<file path="src/rtl/proc_param_if.sv">
// Memory/control port of proc_param: run request, synchronous memory read data,
// registered address/write data/write enable, and the per-instruction done strobe.
interface proc_param_if #(
    parameter int N = 16
);
    logic         run;
    logic [N-1:0] din;
    logic [N-1:0] addr;
    logic [N-1:0] dout;
    logic         w;
    logic         done;

    modport master (
        input  run,
        input  din,
        output addr,
        output dout,
        output w,
        output done
    );

    modport slave (
        output run,
        output din,
        input  addr,
        input  dout,
        input  w,
        input  done
    );
endinterface

</file>
<file path="src/rtl/proc_param.sv">
// Multi-cycle processor: R0..R6, R7 as PC, A/G staging registers, Z/Nf/C flags, one synchronous memory port.
// Fetch takes T0..T2; mv/mvt/untaken branch finish in T3, everything else in T5 (done marks the last cycle).
module proc_param #(
    parameter int N = 16
) (
    input  logic         clk,
    input  logic         rst,
    proc_param_if.master bus
);
    typedef enum logic [2:0] {T0, T1, T2, T3, T4, T5} state_t;

    state_t       state, state_nxt;
    logic [N-1:0] r [8];
    logic [N-1:0] a_reg, g_reg;
    logic [15:0]  ir;
    logic         z, nf, c;
    logic [N-1:0] addr_q, dout_q;
    logic         w_q;
    logic         done;

    logic [2:0]   iii, x, y;
    logic         m;
    logic [8:0]   d;
    logic [N-1:0] op_val, d_sext, mvt_val;
    logic [N:0]   alu;
    logic         cond_true, short_instr;

    assign iii     = ir[15:13];
    assign m       = ir[12];
    assign x       = ir[11:9];
    assign d       = ir[8:0];
    assign y       = ir[2:0];
    assign op_val  = m ? {{(N-9){1'b0}}, d} : r[y];
    assign d_sext  = {{(N-9){d[8]}}, d};
    assign mvt_val = {ir[7:0], {(N-8){1'b0}}};

    always_comb begin
        cond_true = 1'b0;
        case (x)
            3'b000:  cond_true = 1'b1;
            3'b001:  cond_true = z;
            3'b010:  cond_true = !z;
            3'b011:  cond_true = !c;
            3'b100:  cond_true = c;
            3'b101:  cond_true = !nf;
            3'b110:  cond_true = nf;
            default: cond_true = 1'b0;
        endcase
    end

    assign short_instr = (iii == 3'b000) || ((iii == 3'b001) && (m || !cond_true));

    // Subtract is A + ~Op + 1 so that C is the true carry-out (1 = no borrow).
    always_comb begin
        alu = '0;
        case (iii)
            3'b010:         alu = {1'b0, a_reg} + {1'b0, op_val};
            3'b011, 3'b111: alu = {1'b0, a_reg} + {1'b0, ~op_val} + {{N{1'b0}}, 1'b1};
            3'b110:         alu = {1'b0, a_reg & op_val};
            default:        alu = {1'b0, a_reg + d_sext};
        endcase
    end

    always_ff @(posedge clk or posedge rst) begin
        if (rst) state <= T0;
        else     state <= state_nxt;
    end

    always_comb begin
        state_nxt = state;
        case (state)
            T0:      state_nxt = bus.run ? T1 : T0;
            T1:      state_nxt = T2;
            T2:      state_nxt = T3;
            T3:      state_nxt = short_instr ? T0 : T4;
            T4:      state_nxt = T5;
            T5:      state_nxt = T0;
            default: state_nxt = T0;
        endcase
    end

    always_comb begin
        done = 1'b0;
        if ((state == T3 && short_instr) || state == T5) done = 1'b1;
    end

    always_ff @(posedge clk or posedge rst) begin
        if (rst) begin
            for (int i = 0; i < 8; i++) r[i] <= '0;
            a_reg  <= '0;
            g_reg  <= '0;
            ir     <= '0;
            z      <= 1'b0;
            nf     <= 1'b0;
            c      <= 1'b0;
            addr_q <= '0;
            dout_q <= '0;
            w_q    <= 1'b0;
        end else begin
            case (state)
                T0: if (bus.run) begin
                    addr_q <= r[7];
                    r[7]   <= r[7] + {{(N-1){1'b0}}, 1'b1};
                end
                T2: ir <= bus.din[15:0];
                T3: case (iii)
                    3'b000:         r[x] <= op_val;
                    3'b001: begin
                        if (m)              r[x]  <= mvt_val;
                        else if (cond_true) a_reg <= r[7];
                    end
                    3'b100, 3'b101: addr_q <= r[y];
                    default:        a_reg  <= r[x];
                endcase
                T4: case (iii)
                    3'b010, 3'b011, 3'b110, 3'b111: begin
                        g_reg <= alu[N-1:0];
                        z     <= (alu[N-1:0] == '0);
                        nf    <= alu[N-1];
                        c     <= alu[N];
                    end
                    3'b001: g_reg <= alu[N-1:0];
                    3'b101: begin
                        dout_q <= r[x];
                        w_q    <= 1'b1;
                    end
                    default: ;
                endcase
                T5: begin
                    w_q <= 1'b0;
                    case (iii)
                        3'b010, 3'b011, 3'b110: r[x] <= g_reg;
                        3'b001:                 r[7] <= g_reg;
                        3'b100:                 r[x] <= bus.din;
                        default: ;
                    endcase
                end
                default: ;
            endcase
        end
    end

    assign bus.addr = addr_q;
    assign bus.dout = dout_q;
    assign bus.w    = w_q;
    assign bus.done = done;
endmodule

</file>
<file path="src/flat_wrapper.sv">
// flat-port wrapper written by rule: the top's interface ports become plain ports
module proc_param_flat 
#(
    parameter int N = 16
)
  (clk, rst, bus_run, bus_din, bus_addr, bus_dout, bus_w, bus_done);
  proc_param_if #(.N(N)) bus_i ();
  input  logic clk;
  input  logic rst;
  input wire logic [$bits(bus_i.run)-1:0] bus_run;
  input wire logic [$bits(bus_i.din)-1:0] bus_din;
  output wire logic [$bits(bus_i.addr)-1:0] bus_addr;
  output wire logic [$bits(bus_i.dout)-1:0] bus_dout;
  output wire logic [$bits(bus_i.w)-1:0] bus_w;
  output wire logic [$bits(bus_i.done)-1:0] bus_done;
  assign bus_i.run = bus_run;
  assign bus_i.din = bus_din;
  assign bus_addr = bus_i.addr;
  assign bus_dout = bus_i.dout;
  assign bus_w = bus_i.w;
  assign bus_done = bus_i.done;
  proc_param #(.N(N)) u_core (.clk(clk), .rst(rst), .bus(bus_i));
endmodule
</file>
<file path="config.mk">
export PLATFORM = sky130hd
export DESIGN_NAME = proc_param_flat
export DESIGN_NICKNAME = d
export VERILOG_FILES = /design/src/rtl/proc_param_if.sv /design/src/rtl/proc_param.sv /design/src/flat_wrapper.sv
export SDC_FILE = /design/constraint.sdc
export NUM_CORES = 1
export LEC_CHECK = 0
export ABC_AREA = 1
export BUFFER_PORTS_ARGS = -buffer_cell sky130_fd_sc_hd__buf_2
export CORE_ASPECT_RATIO = 0.6
export CORE_MARGIN = 2
export CORE_UTILIZATION = 35
export CTS_CLUSTER_DIAMETER = 100
export DETAILED_ROUTE_END_ITERATION = 10
export PLACE_DENSITY_LB_ADDON = 0.12
export SLEW_MARGIN = 20
export SYNTH_ARGS = -nofsm -noshare
export SYNTH_HDL_FRONTEND = slang
export SYNTH_SLANG_ARGS = --single-unit
export TNS_END_PERCENT = 1
</file>
<file path="constraint.sdc">
create_clock -name clk -period 10.1 [get_ports clk]
set_clock_uncertainty 0.05 [all_clocks]
set_input_delay 0.505 -clock clk [delete_from_list [all_inputs] [get_ports clk]]
set_output_delay 0.505 -clock clk [all_outputs]
set_load 0.005 [all_outputs]
</file>
==> flow_metrics.tcl, run 1 <==
set metrics [dict create \
    status "finished with violations" \
    violations "negative hold slack" \
    crit_type "reg2reg" \
    placed_cell_area_sq_um 15800 \
    vias_per_cell 5.59 \
    relSlewSlack_pct 27.6 \
    slowest_delay_ps 680 \
    wl_per_cell_microns 21.9 \
    ctsResizeCount 0 \
    syn_area_sq_um 15100 \
    drc 0 \
    finalHoldViolations 4 \
    hold_class "in2async" \
    rows 58 \
    cp-start-kind "flop" \
    endpoint "u_core.c" \
    cts_buffer_depth 3 \
    dieArea_sq_um 44800 \
    hold_slack_ps -7.66 \
    final_max_slew_viol_count 0 \
    grt_max_degree 90 \
    fin_crit_sh_pct 46.0 \
    drive_above_1_share_pct 7.31 \
    antenna_found_initial 0 \
    critPathLaunch "u_core.ir[0]" \
    core_area_sq_um 42200 \
    end_kind "flop" \
    crit_top_cell "nand2_1" \
    top_register "u_core.r" \
    yosysSeqAreaShare_pct 35.7 \
    drt_iter0_drc 1949 \
    overflow 0 \
    cts_buffers 24 \
    synthCells 2239 \
    cts_sinks 215 \
    ctsHtreeMaxLevel 1 \
    final_util_pct 39.3 \
    cp_max_fo 73 \
    cts_root_buffer "clkbuf_16" \
    antennaDiodeCount 0 \
    worst_r2r_path_depth 22 \
    r2r_start "u_core.ir[0]" \
    fin_nets 2301 \
    cts_tree "built" \
    r2r-end "u_core.c" \
    synth_cell_types 50 \
    cp.required_ps 10520 \
    maxCapViolCount 0 \
    rsz0062_at_grt "false" \
    fmax_ghz 0.215 \
    synthArstFlopShare_pct 100 \
    num_vias 15741 \
    io-pin-count 53 \
    ys_seq_elements 215 \
    die_h_microns 165 \
    initial_core_util_pct 35.8 \
    syn_nets 2313 \
    critPathArrivalTime_ps 5060 \
    synth.avg_cell_area_sq_um 6.73 \
    grt_pass1_wl_microns 92900 \
    tightest_slew_ps 1080 \
    grt_pass1_vias 14564 \
    largest_reg_flops 128 \
    die_width_microns 272 \
    r2r_slack_ps 5450 \
    track_usage_pct 27.5 \
    place.gp.congestion 0.963 \
    setup_viol 0 \
    ys_warn_count 0 \
    setup_tns_ps 0 \
    path_clk_slew_ps 70 \
    final_antenna_net_count 0 \
    holdBufCountCts 0 \
    crit_slowest_cell "clkinv_2" \
    cts_setup_buffers 0 \
    synth_ff_type "dfrtp_1" \
    area_growth_pct 9.95 \
    wirelength_microns 61600 \
    first_pass_iters 6 \
    dp_hpwl_microns 46200 \
    cp_cell_sequence "clkinv_2 -> o21ai_0 -> o211ai_1 -> o21ai_1 -> nand2_1 -> o21ai_1 -> inv_1 -> ha_1 -> fa_1 -> inv_1 -> nand3_1 -> nand2_1 -> nand2_1 -> nand2_1 -> nand2_1 -> nand2_1 -> nand2_1 -> a21oi_1 -> o21ai_0 -> nand2_1 -> nand2_1 -> o21ai_0" \
    clk_latency_ps 550 \
    io_buffers 52 \
    fin_crit_ps 4650 \
    synth_edf_count 0 \
    final_area_sq_um 16600 \
]
per-layer routing:
metal	global-route usage [%]	up-vias	part of all wire, %
met5	0	-	0
met4	4.55	0	1.4
met3	6.16	56	9.6
met2	36.9	638	38
met1	44.3	7634	51
li1	-	7413	-
cells in the final DEF, fill, tap and decap left out, drive strengths merged, types with 5 or more instances in the layout:
cell type	netlist	routed
nor3	10	10
dfrtp	215	215
nand2	656	656
o22ai	24	24
a21oi	92	92
clkinv	2	12
o2111ai	5	5
a22oi	42	42
ha	52	52
a221oi	11	11
clkbuf	87	31
nand4	22	22
xor2	5	5
a31oi	16	16
nor2	160	160
o211ai	33	33
nand3	156	156
inv	246	247
nand3b	6	6
o21ai	323	323
buf	35	84
stage by stage:
step                hold WS (ps)  std cells  worst slack (ps)
global placement             411       2771              5680
detailed placement           422       2771              5590
floorplan                    399       2239              3670
CTS                         35.3       2815              5590
finish                     -7.66       2815              5450
global route                33.6       2815              5210
cell type report:
type                    count  area, sq um
inverters                 248          942
clock inverters            13          123
flip-flops and latches    215         5380
fillers                  4573        25600
clock buffers              31          668
repair buffers             84          500
well taps                 570          713
multi-input cells        1654         8250
cell usage after synthesis, drive strengths merged, types with 6 or more instances:
| master | number | area share, % |
|---|---|---|
| a221oi | 11 | 0.64 |
| nor2 | 160 | 4.3 |
| clkbuf | 87 | 2.2 |
| nor3 | 10 | 0.44 |
| a31oi | 16 | 0.66 |
| nand3b | 6 | 0.30 |
| a22oi | 42 | 2.1 |
| buf | 35 | 1.3 |
| o22ai | 24 | 1.0 |
| dfrtp | 215 | 36 |
| nand4 | 22 | 0.91 |
| nand2 | 656 | 16 |
| a21oi | 92 | 3.1 |
| ha | 52 | 4.3 |
| o211ai | 33 | 1.6 |
| inv | 246 | 6.1 |
| nand3 | 156 | 5.2 |
| o21ai | 323 | 11 |
worst min-delay path by stage:
stage               cells past startpoint  slack (ps)                  to
floorplan                               2         400    u_core.g_reg[10]
global placement                        2         410  u_core.bus.dout[2]
detailed placement                      2         420  u_core.bus.dout[6]
CTS                                     2          40        u_core.r[93]
global route                            2          30        u_core.r[93]
finish                                  2          -8        u_core.r[93]
cells by family after synthesis:
logic type                 after synthesis  share of synthesized area (%)
xor gates and xnor gates                 7                          0.407
buffers and inverters                  370                           9.68
AOI/OAI and AO/OA                      568                           21.4
DFF                                    215                           35.7
and+or+nand+nor                       1021                           27.9
adders and majority gates               55                           4.71
muxes                                    3                          0.216
critical path: cells and delay by family, from the launching register on:
kind                     cells  cell delay (ps)
flip-flops                   1              370
adder cells (fa/ha/maj)      2              640
AND/OR/NAND/NOR             10             1240
buffers and inverters        3              930
AO/OA/AOI/OAI                7             1350
Power of run 1 is left out: the tool's default activity adds up to more than one toggle a clock period on the data nets, which glitch-free logic cannot reach.
==> run 2, diff against run 1 <==
--- a/config.mk
+++ b/config.mk
@@ -5,7 +5,7 @@
 export SDC_FILE = /design/constraint.sdc
 export NUM_CORES = 1
 export LEC_CHECK = 0
-export ABC_AREA = 1
+export ABC_AREA = 0
 export BUFFER_PORTS_ARGS = -buffer_cell sky130_fd_sc_hd__buf_2
 export CORE_ASPECT_RATIO = 0.6
 export CORE_MARGIN = 2
==> constraint.sdc (replaced) <==
create_clock -name clk -period 3.96 [get_ports clk]
set_clock_uncertainty 0.05 [all_clocks]
set_input_delay 0.198 -clock clk [delete_from_list [all_inputs] [get_ports clk]]
set_output_delay 0.198 -clock clk [all_outputs]
set_load 0.005 [all_outputs]
==> run 2 against run 1 <==
Effect of this change: the flow finishes with violations (negative setup slack); via count fell by 21%; highest routed layer unchanged; global-route usage shrank 3.7 points; synthesized cell count down 36%; clock-buffer cell count increased by 3; die area is 6.2% lower; sequential share of layout area is 2.8 points lower; critical path depth shrank 7; fmax rose by 2.8%; critical path type unchanged; hold slack better by 370 ps; wire length fell by 18%.
==> flow_metrics.tcl, run 2 <==
set metrics [dict create \
    status "finished with violations" \
    violations "negative setup slack" \
    synthArstFlopShare_pct 100 \
    synth_ff_type "dfrtp_1" \
    overflow 0 \
    tightest_slew_ps 965 \
    first_pass_iters 8 \
    vias_per_cell 5.57 \
    critPathArrivalTime_ps 4950 \
    timing.final.ws_setup_ps -558 \
    initial_core_util_pct 35.8 \
    wirelength_microns 50400 \
    synthCells 1424 \
    setup_viol 11 \
    fin_nets 1767 \
    wl_per_cell_microns 22.6 \
    syn_nets 1498 \
    final_area_sq_um 18100 \
    place.gp.congestion 0.945 \
    final_common_cell "buf_4" \
    yosysSeqAreaShare_pct 38.1 \
    synthTopCellsByArea "dfrtp_1, mux4_2, mux2_2, o21ai_0, ha_1" \
    ys_seq_elements 215 \
    cts_tree "built" \
    synth_common_cells "dfrtp_1, nand2_1, o21ai_0" \
    die_width_microns 263 \
    crit_slowest_cell "or4_4" \
    syn_area_sq_um 14100 \
    grt_pass1_vias 12460 \
    num_vias 12445 \
    drt_iter0_drc 1223 \
    drive_above_1_share_pct 35.6 \
    cts_root_buffer "clkbuf_16" \
    hold_class "in2async" \
    cpLargestDelayFamily "multiplexers" \
    yosys.area.top_type "dfrtp_1" \
    antenna_found_initial 1 \
    cts_buffers 24 \
    core_area_sq_um 39400 \
    ctsHtreeMaxLevel 1 \
    grt_max_degree 58 \
    cp_cell_sequence "buf_4 -> mux4_2 -> mux2_4 -> mux2_4 -> ha_2 -> fa_2 -> a221o_1 -> a221oi_2 -> nand4_1 -> a211oi_2 -> nand4_1 -> buf_4 -> or4_4 -> nor4_4 -> a32o_1" \
    largest_reg_flops 128 \
    rows 56 \
    maxCapViolCount 0 \
    drc 0 \
    finalHoldViolations 0 \
    worst-path-buf-inv 2 \
    yosysTopAreaCellShare_pct 38.1 \
    track_usage_pct 23.8 \
    cts_sinks 215 \
    relSlewSlack_pct 35.6 \
    fmax_ghz 0.221 \
    dieArea_sq_um 42000 \
    die_h_microns 160 \
    cts_buffer_depth 3 \
    slowest_delay_ps 560 \
    cp.required_ps 4390 \
    io-pin-count 53 \
    synth_edf_count 0 \
    fin_crit_sh_pct 114 \
    grt_pass1_wl_microns 76800 \
    crit_type "reg2reg" \
    cp-start-kind "flop" \
    clk_latency_ps 540 \
    synth.avg_cell_area_sq_um 9.91 \
    dp_hpwl_microns 38300 \
    io_buffers 52 \
    end_kind "flop" \
    synth_cell_types 72 \
    synth_most_common_cell "dfrtp_1" \
    final_max_slew_viol_count 0 \
    cp_max_fo 5 \
    layout_common_cells "buf_4, dfrtp_1, nand2_1" \
    path_clk_slew_ps 70 \
    area_growth_pct 28.4 \
    final_antenna_net_count 0 \
    rsz0062_at_grt "true" \
    top_register "u_core.r" \
    fin_crit_ps 4520 \
    ys_warn_count 0 \
    placed_cell_area_sq_um 16600 \
]
run 2: kinds of logic after synthesis:
kind of cell,after synthesis,synth area share (%)
fa+ha+maj,55,5.03
buf+inv,146,4.00
compound gates,360,15.7
mux,226,22.7
flops,215,38.1
simple gates,383,12.1
xor+xnor,39,2.42
run 2: area by class of cell:
type,count,area [sq um]
Clock inverter,9,129
Inverter,37,143
Timing Repair Buffer,352,2630
Sequential cell,215,5390
Fill cell,3749,21300
Clock buffer,34,689
Multi-Input combinational cell,1063,8500
Tap cell,522,653
Antenna cell,1,2.50
run 2: worst reg2reg max path, cell delays in order (launching register included):
cell and delay [ps]:
dfrtp_2 430, buf_4 140, mux4_2 480, mux2_4 280, mux2_4 310, ha_2 190
fa_2 370, a221o_1 320, a221oi_2 260, nand4_1 230, a211oi_2 210, nand4_1 120
buf_4 160, or4_4 560, nor4_4 150, a32o_1 180
run 2: metrics by stage:
step / worst slack, ps / hold slack (ps) / util [%] / instances / setup TNS, ps
after global placement: -627 / 407 / 42.1 / 2146 / -3540
after floorplan: -1050 / 265 / - / 1424 / -5600
after CTS: -508 / 382 / 45.6 / 2229 / -2930
after detailed placement: -701 / 410 / 42.1 / 2146 / -4120
final: -558 / 360 / 46.0 / 2233 / -3120
after global routing: -680 / 423 / 46.0 / 2232 / -4910
run 2: final timing paths:
kind,start,cells past startpoint,slack (ps),end
worst max-delay path,u_core.ir[0],15,-560,u_core.z
worst min-delay path,rst,3,360,u_core.bus.dout[8]
worst max register to register,u_core.ir[0],15,-560,u_core.z
worst min register to register,u_core.bus.addr[4],2,430,u_core.bus.addr[4]
max in group asynchronous,rst,4,2520,u_core.ir[10]
min in group clk,u_core.bus.addr[4],2,430,u_core.bus.addr[4]
run 2: repair_timing:
item / in CTS / in global routing
hold buffers: 18 / 0
resized for setup: 52 / 21
pin swaps: 22 / 9
endpoints found under the hold margin: 49 / 0
buffers inserted: 22 / 3
endpoints found under the setup margin: 11 / 12
run 2: metal layers:
metal  vias to the layer above  part of all wire, %  GRT usage [%]
met4                         0                  1.4           3.30
li1                       5742                    -              -
met5                         -                    0              0
met1                      6162                   49           36.4
met2                       481                   42           35.2
met3                        60                  7.8           4.75
Power of run 2 is left out for the same reason.
